[config.mk]
export PLATFORM = sky130hd
export DESIGN_NAME = mko_access_sched
export DESIGN_NICKNAME = d
export VERILOG_FILES = /design/src/rtl/mko_pkg.sv /design/src/rtl/mko_rr_arbiter.sv /design/src/rtl/mko_access_sched.sv
export SDC_FILE = /design/constraint.sdc
export NUM_CORES = 1
export LEC_CHECK = 0
export ABC_AREA = 1
export CAP_MARGIN = 20
export CORE_MARGIN = 1
export CORE_UTILIZATION = 35
export CTS_CLUSTER_DIAMETER = 120
export DETAILED_ROUTE_END_ITERATION = 10
export PLACE_DENSITY = 0.6
export SLEW_MARGIN = 5
export SYNTH_ARGS = -nofsm -noshare
export SYNTH_HDL_FRONTEND = slang
export SYNTH_SLANG_ARGS = --single-unit
[constraint.sdc]
create_clock -name CLK_32 -period 3.2 [get_ports CLK_32]
set_clock_uncertainty 0.1 [all_clocks]
set_input_delay 0.64 -clock CLK_32 [delete_from_list [all_inputs] [get_ports CLK_32]]
set_output_delay 0.64 -clock CLK_32 [all_outputs]
set_load 0.02 [all_outputs]
[src/rtl/mko_pkg.sv]
// mko_pkg: shared definitions for the MKO host-side access scheduler.
//   - cycle FSM state encoding
//   - MKO channel count, highest valid channel number
//   - read value returned on a timed-out read
//   - ch_onehot(): channel number to per-channel one-hot (zero when out of range)
package mko_pkg;

    localparam int unsigned MKO_NUM_CH     = 5;
    localparam logic [2:0]  CH_MAX         = 3'd4;
    localparam logic [15:0] RD_TIMEOUT_VAL = 16'hFFFF;

    typedef enum logic [2:0] {
        ST_IDLE    = 3'd0,
        ST_SETUP   = 3'd1,
        ST_STROBE  = 3'd2,
        ST_CAPTURE = 3'd3,
        ST_RELEASE = 3'd4,
        ST_ERROR   = 3'd5
    } mko_state_e;

    // One-hot channel mask; an out-of-range channel yields all zeros.
    function automatic logic [MKO_NUM_CH-1:0] ch_onehot(input logic [2:0] ch);
        logic [MKO_NUM_CH-1:0] oh;
        oh = '0;
        if (ch <= CH_MAX) begin
            oh[ch] = 1'b1;
        end
        return oh;
    endfunction

endpackage

[src/rtl/mko_rr_arbiter.sv]
// mko_rr_arbiter: round-robin arbiter with one-hot grant.
//   CLK_32, RESET_N : clock, async active-low reset
//   req             : request vector
//   accept          : grant taken this cycle; pointer moves to the granted index
//   gnt_c           : combinational one-hot grant (first requester above pointer)
//   gnt_idx_c       : combinational index of gnt_c
module mko_rr_arbiter #(
    parameter  int unsigned NUM_REQ = 2,
    localparam int unsigned IDX_W   = (NUM_REQ > 1) ? $clog2(NUM_REQ) : 1
) (
    input  logic               CLK_32,
    input  logic               RESET_N,
    input  logic [NUM_REQ-1:0] req,
    input  logic               accept,
    output logic [NUM_REQ-1:0] gnt_c,
    output logic [IDX_W-1:0]   gnt_idx_c
);

    logic [IDX_W-1:0] ptr_q;
    logic [IDX_W-1:0] cand;
    logic             found;

    // Search starts one above the last granted index, wrapping around.
    always_comb begin
        gnt_c     = '0;
        gnt_idx_c = '0;
        cand      = '0;
        found     = 1'b0;
        for (int unsigned i = 1; i <= NUM_REQ; i++) begin
            cand = IDX_W'((32'(ptr_q) + i) % NUM_REQ);
            if (!found && req[cand]) begin
                found     = 1'b1;
                gnt_idx_c = cand;
            end
        end
        gnt_c[gnt_idx_c] = found;
    end

    // Reset pointer to the last index so requester 0 wins first.
    always_ff @(posedge CLK_32 or negedge RESET_N) begin
        if (!RESET_N) begin
            ptr_q <= IDX_W'(NUM_REQ - 1);
        end else if (accept) begin
            ptr_q <= gnt_idx_c;
        end
    end

endmodule

[src/rtl/mko_access_sched.sv]
// mko_access_sched: arbitrates host requesters onto the shared MKO bus and
// runs one select/strobe/ready cycle per grant with a READYD_N timeout.
//   CLK_32, RESET_N          : clock, async active-low reset
//   REQ/REQ_CH/REQ_WE/REQ_ADR/REQ_DAT : per-requester request and payload (packed)
//   CH_RES_N                 : per-channel reset state (0 = channel in reset)
//   GNT, ACK, ERR, RDATA     : requester-side grant, completion, error, read data
//   MKO_*                    : channel pins; MKO_READYD_N is asynchronous
module mko_access_sched
    import mko_pkg::*;
#(
    parameter int unsigned NUM_REQ        = 2,
    parameter int unsigned WB_DATA_WIDTH  = 16,
    parameter int unsigned MKO_ADDR_WIDTH = 12,
    parameter int unsigned SETUP_CYC      = 2,
    parameter int unsigned HOLD_CYC       = 2,
    parameter int unsigned TIMEOUT_CYC    = 64
) (
    input  logic                                CLK_32,
    input  logic                                RESET_N,
    input  logic [NUM_REQ-1:0]                  REQ,
    input  logic [3*NUM_REQ-1:0]                REQ_CH,
    input  logic [NUM_REQ-1:0]                  REQ_WE,
    input  logic [MKO_ADDR_WIDTH*NUM_REQ-1:0]   REQ_ADR,
    input  logic [WB_DATA_WIDTH*NUM_REQ-1:0]    REQ_DAT,
    input  logic [MKO_NUM_CH-1:0]               CH_RES_N,
    output logic [NUM_REQ-1:0]                  GNT,
    output logic [NUM_REQ-1:0]                  ACK,
    output logic                                ERR,
    output logic [WB_DATA_WIDTH-1:0]            RDATA,
    output logic [MKO_NUM_CH-1:0]               MKO_SELECT_N,
    output logic [MKO_NUM_CH-1:0]               MKO_STRBD_N,
    output logic                                MKO_RDWR_N,
    output logic [MKO_ADDR_WIDTH-1:0]           MKO_ADR,
    output logic [WB_DATA_WIDTH-1:0]            MKO_DAT_O,
    output logic                                MKO_DAT_OE,
    input  logic [WB_DATA_WIDTH-1:0]            MKO_DAT_I,
    input  logic [MKO_NUM_CH-1:0]               MKO_READYD_N
);

    localparam int unsigned CNT_W = 8;
    localparam int unsigned IDX_W = (NUM_REQ > 1) ? $clog2(NUM_REQ) : 1;

    mko_state_e state_q, state_d;
    logic [CNT_W-1:0]          cnt_q, cnt_d;
    logic                      flag_q, flag_d;
    logic                      we_q, we_d;
    logic [MKO_NUM_CH-1:0]     ch_oh_q, ch_oh_d;
    logic [WB_DATA_WIDTH-1:0]  cap_q, cap_d;
    logic [NUM_REQ-1:0]        gnt_q, gnt_d, ack_q, ack_d;
    logic                      err_q, err_d;
    logic [WB_DATA_WIDTH-1:0]  rdata_q, rdata_d;
    logic [MKO_NUM_CH-1:0]     sel_n_q, sel_n_d, strb_n_q, strb_n_d;
    logic                      rdwr_n_q, rdwr_n_d, dat_oe_q, dat_oe_d;
    logic [MKO_ADDR_WIDTH-1:0] adr_q, adr_d;
    logic [WB_DATA_WIDTH-1:0]  dat_o_q, dat_o_d;
    logic [MKO_NUM_CH-1:0]     rdy_s1_q, rdy_s2_q;

    logic [NUM_REQ-1:0]        arb_gnt_c;
    logic [IDX_W-1:0]          arb_idx_c;
    logic                      arb_accept_c;
    logic [2:0]                req_ch_c;
    logic                      req_we_c, req_bad_c, rdy_hit_c;
    logic [MKO_ADDR_WIDTH-1:0] req_adr_c;
    logic [WB_DATA_WIDTH-1:0]  req_dat_c;

    mko_rr_arbiter #(.NUM_REQ(NUM_REQ)) u_arb (
        .CLK_32    (CLK_32),
        .RESET_N   (RESET_N),
        .req       (REQ),
        .accept    (arb_accept_c),
        .gnt_c     (arb_gnt_c),
        .gnt_idx_c (arb_idx_c)
    );

    // Payload mux from the one-hot arbiter grant.
    always_comb begin
        req_ch_c  = '0;
        req_we_c  = 1'b0;
        req_adr_c = '0;
        req_dat_c = '0;
        for (int i = 0; i < NUM_REQ; i++) begin
            if (arb_gnt_c[i]) begin
                req_ch_c  = REQ_CH[i*3 +: 3];
                req_we_c  = REQ_WE[i];
                req_adr_c = REQ_ADR[i*MKO_ADDR_WIDTH +: MKO_ADDR_WIDTH];
                req_dat_c = REQ_DAT[i*WB_DATA_WIDTH +: WB_DATA_WIDTH];
            end
        end
        req_bad_c = (req_ch_c > CH_MAX) || (|(ch_onehot(req_ch_c) & ~CH_RES_N));
        rdy_hit_c = |(ch_oh_q & ~rdy_s2_q);
    end

    // Cycle FSM: next state and next register values.
    always_comb begin
        state_d      = state_q;
        cnt_d        = cnt_q;
        flag_d       = flag_q;
        we_d         = we_q;
        ch_oh_d      = ch_oh_q;
        cap_d        = cap_q;
        gnt_d        = gnt_q;
        ack_d        = '0;
        err_d        = 1'b0;
        rdata_d      = rdata_q;
        sel_n_d      = sel_n_q;
        strb_n_d     = strb_n_q;
        rdwr_n_d     = rdwr_n_q;
        adr_d        = adr_q;
        dat_o_d      = dat_o_q;
        dat_oe_d     = dat_oe_q;
        arb_accept_c = 1'b0;

        case (state_q)
            ST_IDLE: begin
                // The ACK cycle is skipped so a requester's stale REQ is not re-sampled.
                if (ack_q == '0 && REQ != '0) begin
                    arb_accept_c = 1'b1;
                    gnt_d        = arb_gnt_c;
                    cnt_d        = '0;
                    flag_d       = 1'b0;
                    we_d         = req_we_c;
                    ch_oh_d      = ch_onehot(req_ch_c);
                    if (req_bad_c) begin
                        state_d = ST_ERROR;
                    end else begin
                        state_d  = ST_SETUP;
                        sel_n_d  = ~ch_onehot(req_ch_c);
                        rdwr_n_d = ~req_we_c;
                        adr_d    = req_adr_c;
                        dat_oe_d = req_we_c;
                        if (req_we_c) begin
                            dat_o_d = req_dat_c;
                        end
                    end
                end
            end
            ST_SETUP: begin
                if (cnt_q == CNT_W'(SETUP_CYC - 1)) begin
                    state_d  = ST_STROBE;
                    cnt_d    = '0;
                    strb_n_d = ~ch_oh_q;
                end else begin
                    cnt_d = cnt_q + CNT_W'(1);
                end
            end
            ST_STROBE: begin
                // Data is sampled while the strobe is still low.
                if (rdy_hit_c || cnt_q == CNT_W'(TIMEOUT_CYC - 1)) begin
                    state_d  = ST_CAPTURE;
                    cnt_d    = '0;
                    flag_d   = !rdy_hit_c;
                    cap_d    = rdy_hit_c ? MKO_DAT_I : WB_DATA_WIDTH'(RD_TIMEOUT_VAL);
                    sel_n_d  = '1;
                    strb_n_d = '1;
                end else begin
                    cnt_d = cnt_q + CNT_W'(1);
                end
            end
            ST_CAPTURE: begin
                state_d  = ST_RELEASE;
                dat_oe_d = 1'b0;
            end
            ST_RELEASE: begin
                if (cnt_q == CNT_W'(HOLD_CYC - 1)) begin
                    state_d  = ST_IDLE;
                    ack_d    = gnt_q;
                    err_d    = flag_q;
                    gnt_d    = '0;
                    rdwr_n_d = 1'b1;
                    if (!we_q) begin
                        rdata_d = cap_q;
                    end
                end else begin
                    cnt_d = cnt_q + CNT_W'(1);
                end
            end
            ST_ERROR: begin
                state_d = ST_IDLE;
                ack_d   = gnt_q;
                err_d   = 1'b1;
                gnt_d   = '0;
            end
            default: state_d = ST_IDLE;
        endcase
    end

    // State, output registers and READYD_N synchronizer.
    always_ff @(posedge CLK_32 or negedge RESET_N) begin
        if (!RESET_N) begin
            state_q  <= ST_IDLE;
            cnt_q    <= '0;
            flag_q   <= 1'b0;
            we_q     <= 1'b0;
            ch_oh_q  <= '0;
            cap_q    <= '0;
            gnt_q    <= '0;
            ack_q    <= '0;
            err_q    <= 1'b0;
            rdata_q  <= '0;
            sel_n_q  <= '1;
            strb_n_q <= '1;
            rdwr_n_q <= 1'b1;
            adr_q    <= '0;
            dat_o_q  <= '0;
            dat_oe_q <= 1'b0;
            rdy_s1_q <= '1;
            rdy_s2_q <= '1;
        end else begin
            state_q  <= state_d;
            cnt_q    <= cnt_d;
            flag_q   <= flag_d;
            we_q     <= we_d;
            ch_oh_q  <= ch_oh_d;
            cap_q    <= cap_d;
            gnt_q    <= gnt_d;
            ack_q    <= ack_d;
            err_q    <= err_d;
            rdata_q  <= rdata_d;
            sel_n_q  <= sel_n_d;
            strb_n_q <= strb_n_d;
            rdwr_n_q <= rdwr_n_d;
            adr_q    <= adr_d;
            dat_o_q  <= dat_o_d;
            dat_oe_q <= dat_oe_d;
            rdy_s1_q <= MKO_READYD_N;
            rdy_s2_q <= rdy_s1_q;
        end
    end

    assign GNT          = gnt_q;
    assign ACK          = ack_q;
    assign ERR          = err_q;
    assign RDATA        = rdata_q;
    assign MKO_SELECT_N = sel_n_q;
    assign MKO_STRBD_N  = strb_n_q;
    assign MKO_RDWR_N   = rdwr_n_q;
    assign MKO_ADR      = adr_q;
    assign MKO_DAT_O    = dat_o_q;
    assign MKO_DAT_OE   = dat_oe_q;

endmodule
# Yosys cells after proc, flatten, opt, wreduce, memory -nomap -nowiden

Cells that the tools add are included.

Bits in registers: 106
Output and inout bits: 61

Bitwise gates (word level): 10
Reductions and logical operators: 32
Add/subtract/negate cells: 3
Muxes and demuxes: 61
Equality and inequality tests: 13
$lt $le $gt $ge: 8

Operators with widths:

| operator                                                              | count |
|---|---|
| 16-bit two-way mux                                                    | 3 |
| 5-bit two-way mux                                                     | 8 |
| 8-bit two-way mux                                                     | 4 |
| 8-bit case mux with 4 select lines                                    | 1 |
| 12-bit two-way mux                                                    | 2 |
| 1-bit two-way mux                                                     | 22 |
| 3-bit two-way mux                                                     | 7 |
| 3-bit AND reduction                                                   | 7 |
| 5-bit NOT                                                             | 4 |
| 5-bit case mux with 2 select lines                                    | 2 |
| 4-bit AND reduction                                                   | 4 |
| 3-bit case mux with 5 select lines                                    | 1 |
| 2-bit inequality test (second input constant)                         | 6 |
| 5-bit AND                                                             | 2 |
| 2-bit nonzero test                                                    | 5 |
| 5-bit OR reduction                                                    | 2 |
| 8-bit by 1-bit adder with 8-bit output (second input constant)        | 1 |
| 8-bit by 1-bit == test with 1-bit output (second input constant)      | 1 |
| 8-bit by 6-bit == test with 1-bit output (second input constant)      | 1 |
| 1-bit case mux with 2 select lines                                    | 4 |
| 3-bit by 2-bit == test with 1-bit output (second input constant)      | 2 |
| 3-bit == test (second input constant)                                 | 2 |
| 1-bit by 2-bit < comparator with 1-bit output (second input constant) | 3 |
| 2-bit two-way mux                                                     | 3 |
| 21 further kinds                                                      | 30 |

# Longest topological paths before layout

Depth after elaboration: 29
Gate-level depth with buffers: 13

# Hierarchy

A second synthesis with hierarchy kept.

Cells, all modules: 614
Area total of the unflattened synthesis: 5017.3 µm²

By module, submodules not included:

| module           | cells each | area an instance (µm²) | times used |
|---|---|---|---|
| mko_access_sched | 604        | 4949.7                 | 1 |
| mko_rr_arbiter   | 10         | 67.6                   | 1 |

# Least setup slack after synthesis

No wires, ideal clock.

Path type: input to register
Start point: input REQ[0]
End point: register adr_q[10], in the netlist MKO_ADR[10]
Setup slack: 1155 ps
Cell stages on the path: 13
Arrival: 1828 ps
Setup time: 117 ps
Required time: 2983 ps
Cell sequence: nand2_1 > nand2_2 > inv_2 > nand2_1 > nand2_1 > nand3_1 > nand2_1 > nand3_2 > nor2_4 > nand2_1 > buf_2 > nand2_1 > nand2_1

Cells in the longest elaborated chain, start to end: 23
Elaborated cells on any way between the ends: 35
Those cells by class: 6 x order compare; 17 x mux; 3 x bitwise; 9 x reduce/logical

Ends and longest elaborated chain:

| what                                                                                                                     | RTL line                | source |
|---|---|---|
| start, declared                                                                                                          | mko_access_sched.sv:20  | `input logic [NUM_REQ-1:0] REQ,` |
| 1-bit two-way mux (implied by the code) (2 in a row)                                                                     | mko_rr_arbiter.sv:31    | `if (!found && req[cand]) begin` |
| 1-bit two-way mux                                                                                                        | mko_rr_arbiter.sv:31    |  |
| 1-bit zero test                                                                                                          | mko_rr_arbiter.sv:31    |  |
| 1-bit logical AND                                                                                                        | mko_rr_arbiter.sv:31    |  |
| 1-bit two-way mux                                                                                                        | mko_rr_arbiter.sv:31    |  |
| 1-bit by 2-bit < comparator with 1-bit output (implied by the code) or 1-bit greater-or-equal comparator (tied branches) | mko_rr_arbiter.sv:36    | `gnt_c[gnt_idx_c] = found;` |
| 1-bit logical AND (implied by the code)                                                                                  | mko_rr_arbiter.sv:36    |  |
| 1-bit two-way mux (implied by the code)                                                                                  | mko_rr_arbiter.sv:36    |  |
| [... 6 more ...]                                                                                                         | n/a                     |  |
| 1-bit two-way mux (implied by the code)                                                                                  | mko_pkg.sv:26           | `oh[ch] = 1'b1;` |
| 1-bit demux with 3-bit select                                                                                            | mko_pkg.sv:26           |  |
| 5-bit two-way mux                                                                                                        | mko_pkg.sv:25           | `if (ch <= CH_MAX) begin` |
| 5-bit AND                                                                                                                | mko_access_sched.sv:89  | `req_bad_c = (req_ch_c > CH_MAX) \|\| (\|(ch_onehot(req_ch_c) & ~CH_RES_N));` |
| 5-bit OR reduction                                                                                                       | mko_access_sched.sv:89  |  |
| 1-bit logical OR                                                                                                         | mko_access_sched.sv:89  |  |
| 1-bit NOT (no line)                                                                                                      | n/a                     |  |
| 3-bit AND reduction (no line)                                                                                            | n/a                     |  |
| end signal, assigned                                                                                                     | mko_access_sched.sv:222 | `adr_q <= adr_d;` |
| end, declared                                                                                                            | mko_access_sched.sv:54  | `logic [MKO_ADDR_WIDTH-1:0] adr_q, adr_d;` |

Several ways; a longest one is shown, not always the timed one. The select of a mux whose other input is x is not followed.
A chain may end at the register's enable or synchronous reset.

# Worst setup path after layout

Start point: input REQ[1]
End point: register adr_q[9], in the netlist MKO_ADR[9]

Same word-level chain as after synthesis.

==> results_dict.tcl <==
set metrics [dict create \
    status "finished clean" \
    hold_path_class "in2async" \
    highest_layer "met4" \
    dp_hpwl_um 9780 \
    ctsHoldBuffers 0 \
    place.gp.congestion 0.894 \
    layout-drive-gt1-share_pct 8.88 \
    synth_async_sr_flop_share_pct 100 \
    syn_inst 608 \
    post_cts_resized 0 \
    avgViaCountPerCell 4.82 \
    synth_xor_area_share_pct 0.176 \
    synth-compound-area-share_pct 7.03 \
    cts_tree "yes" \
    start_util_pct 35.8 \
    antennaDiodeCount 0 \
    dr_wl_met2_um 5940 \
    yosys.area.top_type "dfrtp_1" \
    final.setup.tns_ns 0 \
    ys_seq_elements 106 \
    maxSlewViolCount 0 \
    cts.sinks 106 \
    grt_antenna_before_repair 0 \
    numCtsBuffers 9 \
    peakVddDrop_v 0.000398 \
    path_cells "clkdlybuf4s50_1 > nor2_1 > o21ai_0 > nand2_1 > nand3_1 > nand2_1 > nand3_2 > nor2_4 > nand2_1 > nand2_1 > nand2_1" \
    routedWlPerCell_um 13.9 \
    required_ns 3.34 \
    worstPathArrival_ns 2.76 \
    startpoint_type "primary input" \
    die_w_um 121 \
    coreArea_um2 13900 \
    syn_nets 704 \
    vias 4556 \
    clk_latency_ns 0.35 \
    postCtsSetupBuffers 0 \
    synth-main-ff-cell "dfrtp_1" \
    drtPass1Iterations 4 \
    muxShareOfSynthArea_pct 0 \
    die_h_um 121 \
    gr-total-overflow 0 \
    hold_slack_ns 0.225 \
    yosys.area_share.adder_pct 0.504 \
    syn_area_um2 4970 \
    syn_avg_cell_area_um2 8.17 \
    num_rows 43 \
    grt_pass1_vias 4419 \
    yosysMostFrequentCell "nand2_1" \
    die_area_um2 14700 \
    worstPathMaxFanout 12 \
    synth_common_cells "nand2_1, dfrtp_1, nand3_1" \
    clock_path_buffers 2 \
    portBuffers 154 \
    relSlewSlack_pct 53.8 \
    drt-met1-wl_um 5900 \
    min_period_over_period_pct 81.9 \
    tightest_slew_ns 0.692 \
    synth.area.top_cells "dfrtp_1, nand2_1, dfstp_2" \
    cpMaxStageDelayCell "clkdlybuf4s50_1" \
    final_area_um2 7010 \
    cp_top_family "simple AND/OR/NAND/NOR gates" \
    drv_cap 0 \
    placed_area_um2 6690 \
    hold_viol 0 \
    h-tree-depth 3 \
    critical_path_class "in2reg" \
    syn2layout_area_growth_pct 41.0 \
    final_antenna_net_count 0 \
    power_density_nw_per_um2 917 \
    min_period_ns 2.62 \
    rsz0062_at_grt "no" \
    yosysWarnings 0 \
    grt_util_all_layers_pct 18.9 \
    worstReg2RegStart "u_arb.ptr_q$_DFFE_PN1P_" \
    clk_pin_slew_ns 0.07 \
    post-place-ws_ns 0.221 \
    synth-seq-area-share_pct 53.9 \
    synth_top_area_share_pct 42.3 \
    setup_viol 0 \
    synthSimpleGateAreaFrac_pct 30.7 \
    clock.fmax_mhz 381 \
    endpoint_kind "flop" \
    total_leakage_power_nw 3.34 \
    synth-edff-count 0 \
    nNetsFinal 857 \
    critPathLaunch "REQ[1]" \
    finalWorstSetupSlack_ns 0.579 \
    wl_um 13100 \
    drcViolationCount 0 \
    max_stage_delay_ns 0.49 \
    grt_pass1_wl_um 21500 \
    synthDistinctLibCells 34 \
    drtIter0Drc 367 \
    cts_root_buffer "clkbuf_16" \
    synth_top_family_by_area "simple AND/OR/NAND/NOR gates" \
    path_common_cell "nand2_1" \
    cp_num_buf_inv 1 \
    ios 155 \
    power_mw 6.42 \
    wl_met3_um 1070 \
    grt_max_degree 55 \
]
## final cells by class
class	instances	area [µm²]
Tap cell	180	225
Sequential cell	106	2680
Clock buffer	9	225
Multi-Input combinational cell	417	1910
Timing Repair Buffer	168	1660
Clock inverter	7	87.6
Inverter	59	221
Fill cell	1338	6870
## report_power, final
group	switching [mW]	internal [mW]	leakage, nW
clock network	0.529	0.622	0.151
registers	0.280	1.95	1.30
logic	1.81	1.23	1.89
## routing by layer
layer / track usage (%) / vias to the layer above
met4: 7.87 / 0
li1: - / 2270
met1: 24.2 / 2108
met5: 0 / -
met3: 5.22 / 17
met2: 30.0 / 161
## worst paths after layout
| path | cells after the start | end | slack (ns) |
|---|---|---|---|
| setup / recovery | 11 | MKO_ADR[9]$_DFFE_PN0P_ | 0.58 |
| max in group asynchronous | 2 | MKO_STRBD_N[1]$_DFFE_PN1P_ | 2.01 |
| hold reg to reg | 0 | rdy_s2_q[2]$_DFF_PN1_ | 0.26 |
| hold / removal | 1 | cap_q[0]$_DFFE_PN0P_ | 0.22 |
| setup reg to reg | 11 | MKO_ADR[9]$_DFFE_PN0P_ | 0.84 |
| min in group CLK_32 | 0 | rdy_s2_q[2]$_DFF_PN1_ | 0.26 |
## registers in the layout, indices dropped and copies added (netlist names), 5 cells and up
name          cells
MKO_ADR          12
MKO_DAT_O        16
MKO_SELECT_N      5
MKO_STRBD_N       5
RDATA            16
cap_q            16
ch_oh_q           5
cnt_q             8
rdy_s1_q          5
rdy_s2_q          5
## worst register-to-register path: stages, from the launching register on
cell and delay, ns:
dfstp_2 0.55, nand2_1 0.10, nand2_2 0.13, o21ai_0 0.10, nand2_1 0.14, nand3_1 0.09
nand2_1 0.09, nand3_2 0.12, nor2_4 0.29, nand2_1 0.33, nand2_1 0.14, nand2_1 0.07
## per-stage QoR
| step | std cells | util [%] |
|---|---|---|
| finish | 946 | 50.5 |
| global route | 946 | 50.5 |
| global placement | 930 | 48.2 |
| detailed placement | 930 | 48.2 |
| CTS | 946 | 50.5 |
| floorplan | 608 | - |
## cells by family (layout without fill, tap and decap cells)
group,count (synthesis),after routing
AO/OA/AOI/OAI,64,64
XOR/XNOR,1,1
adder cells (fa/ha/maj),2,2
buffers and inverters,85,243
flip-flops,106,106
AND/OR/NAND/NOR,350,350
## layout by cell type (no fill, tap or decap), drive strengths merged, types with 2 or more instances in the layout
master / n
buf: 15
clkinv: 3
clkbuf: 9
o22ai: 5
inv: 61
nand3b: 2
clkdlybuf4s50: 153
nand2: 212
ha: 2
a21oi: 19
nand4: 20
o21ai: 37
nand3: 64
dfrtp: 84
dfstp: 22
nor3: 23
nor2: 28
Power figures use the tool's default switching activity.
==> edit, RTL diff (config.mk and constraints unchanged) <==
Take the reset off `rdata_q`, `adr_q` and `dat_o_q` and load them in a clocked block of their own.
--- a/src/rtl/mko_access_sched.sv
+++ b/src/rtl/mko_access_sched.sv
@@ -196,12 +196,9 @@
             gnt_q    <= '0;
             ack_q    <= '0;
             err_q    <= 1'b0;
-            rdata_q  <= '0;
             sel_n_q  <= '1;
             strb_n_q <= '1;
             rdwr_n_q <= 1'b1;
-            adr_q    <= '0;
-            dat_o_q  <= '0;
             dat_oe_q <= 1'b0;
             rdy_s1_q <= '1;
             rdy_s2_q <= '1;
@@ -215,16 +212,19 @@
             gnt_q    <= gnt_d;
             ack_q    <= ack_d;
             err_q    <= err_d;
-            rdata_q  <= rdata_d;
             sel_n_q  <= sel_n_d;
             strb_n_q <= strb_n_d;
             rdwr_n_q <= rdwr_n_d;
-            adr_q    <= adr_d;
-            dat_o_q  <= dat_o_d;
             dat_oe_q <= dat_oe_d;
             rdy_s1_q <= MKO_READYD_N;
             rdy_s2_q <= rdy_s1_q;
         end
+    end
+
+    always_ff @(posedge CLK_32) begin
+        rdata_q <= rdata_d;
+        adr_q   <= adr_d;
+        dat_o_q <= dat_o_d;
     end
 
     assign GNT          = gnt_q;
Function: changed (a bounded check fails within 4 cycles, from zero or initial values and one cycle with RESET_N low).
==> edit against the original RTL <==
Sequential power fell by 7%; sequential share of layout area rose by 5.1 points; cell area fell by 4.4%; sequential cell count did not move; worst setup slack improved by 0.022 ns; utilization rose by 1.9 points; total power fell by 20%; cell count fell by 13%; clock power fell by 7%; register-to-register slack improved by 0.05 ns; combinational power fell by 34%; synthesized area fell by 6.4%; wire length fell by 9.9%; first-iteration DRC count fell by 58%.
==> edit: results (changes against the original RTL) <==
{| class="wikitable"
! Metric !! Value
|-
| Status || finished, final reports clean
|-
| Crit path to || MKO_ADR[0]
|-
| Multi-input gate share of the layout cell area || 0.226 (-0.0472)
|-
| Synthesized instance count || 484 (-20%)
|-
| VDD IR-drop max || 0.000397 V (-0.22%)
|-
| Clock Buffer Count || 11 (+2)
|-
| Least setup slack across all paths after layout || 0.600 ns (+0.0217 ns)
|-
| Synth Area in Compound Gates || 0.0516 (-0.0186)
|-
| Register share of the cell area || 0.433 (+0.0506)
|-
| Initial drt markers || 153 (-58%)
|-
| Detail Route met2 WL || 5.44 mm (-8.4%)
|-
| Met3 Routed Length || 1.09 mm (+1.9%)
|-
| Most area-consuming cells after synthesis || sky130_fd_sc_hd__edfxtp_1 (28%), sky130_fd_sc_hd__dfrtp_1 (22%), sky130_fd_sc_hd__dfstp_2 (12%)
|-
| Startpoint of the most critical setup path || REQ[0]
|-
| Number of logic inverters in the finished layout || 44 (-25%)
|-
| Initial antenna violation count || 1 (+1)
|-
| Net count of the mapped netlist || 580 (-18%)
|-
| Leakage power total || 2.91 nW (-13%)
|-
| Gpl congestion || 0.857 (-4.1%)
|-
| Largest net degree at the start of global routing || 33 (-40%)
|-
| Non-clock buffer total of the final layout || 165 (-1.8%)
|-
| Worst setup slack after placement || 0.253 ns (+0.0317 ns)
|-
| Hold_ws || 0.138 ns (-0.0864 ns)
|-
| Number of enable flip-flop cells after synthesis || 44 (+44)
|-
| FFs & Latches || 106 (unchanged)
|-
| Total number of multi-input combinational cells || 318 (-24%)
|-
| First-pass iteration count of the detailed router || 6 (+2)
|}
## edit: cell types whose count changed after synthesis, sizes merged, moves of 4 or more
cell | unedited run | this run
a21oi | 19 | 1
nand2 | 212 | 151
nand4 | 20 | 10
inv | 59 | 43
clkbuf | 14 | 7
o21ai | 37 | 31
edfxtp | 0 | 44
xor2 | 0 | 4
dfrtp | 84 | 40
nor3 | 23 | 7
nor2 | 28 | 53
nand3 | 64 | 49
## edit: cell families after synthesis
logic type,after synthesis
xor+xnor,5
compound gates,40
simple gates,271
flops,106
fa+ha+maj,2
buf+inv,60
## edit: per-layer routing
metal | track usage | up-vias
li1 | - | 1900
met1 | 0.214 | 1793
met2 | 0.288 | 129
met3 | 0.0474 | 16
met4 | 0.0709 | 0
met5 | 0 | -
## edit: metrics by stage
step	area [µm²]	power, mW
2_1_floorplan	4650	3.38
4_1_cts	6700	5.21
5_1_grt	6700	5.54
3_3_place_gp	6410	4.09
6_report	6700	5.15
3_5_place_dp	6410	4.13
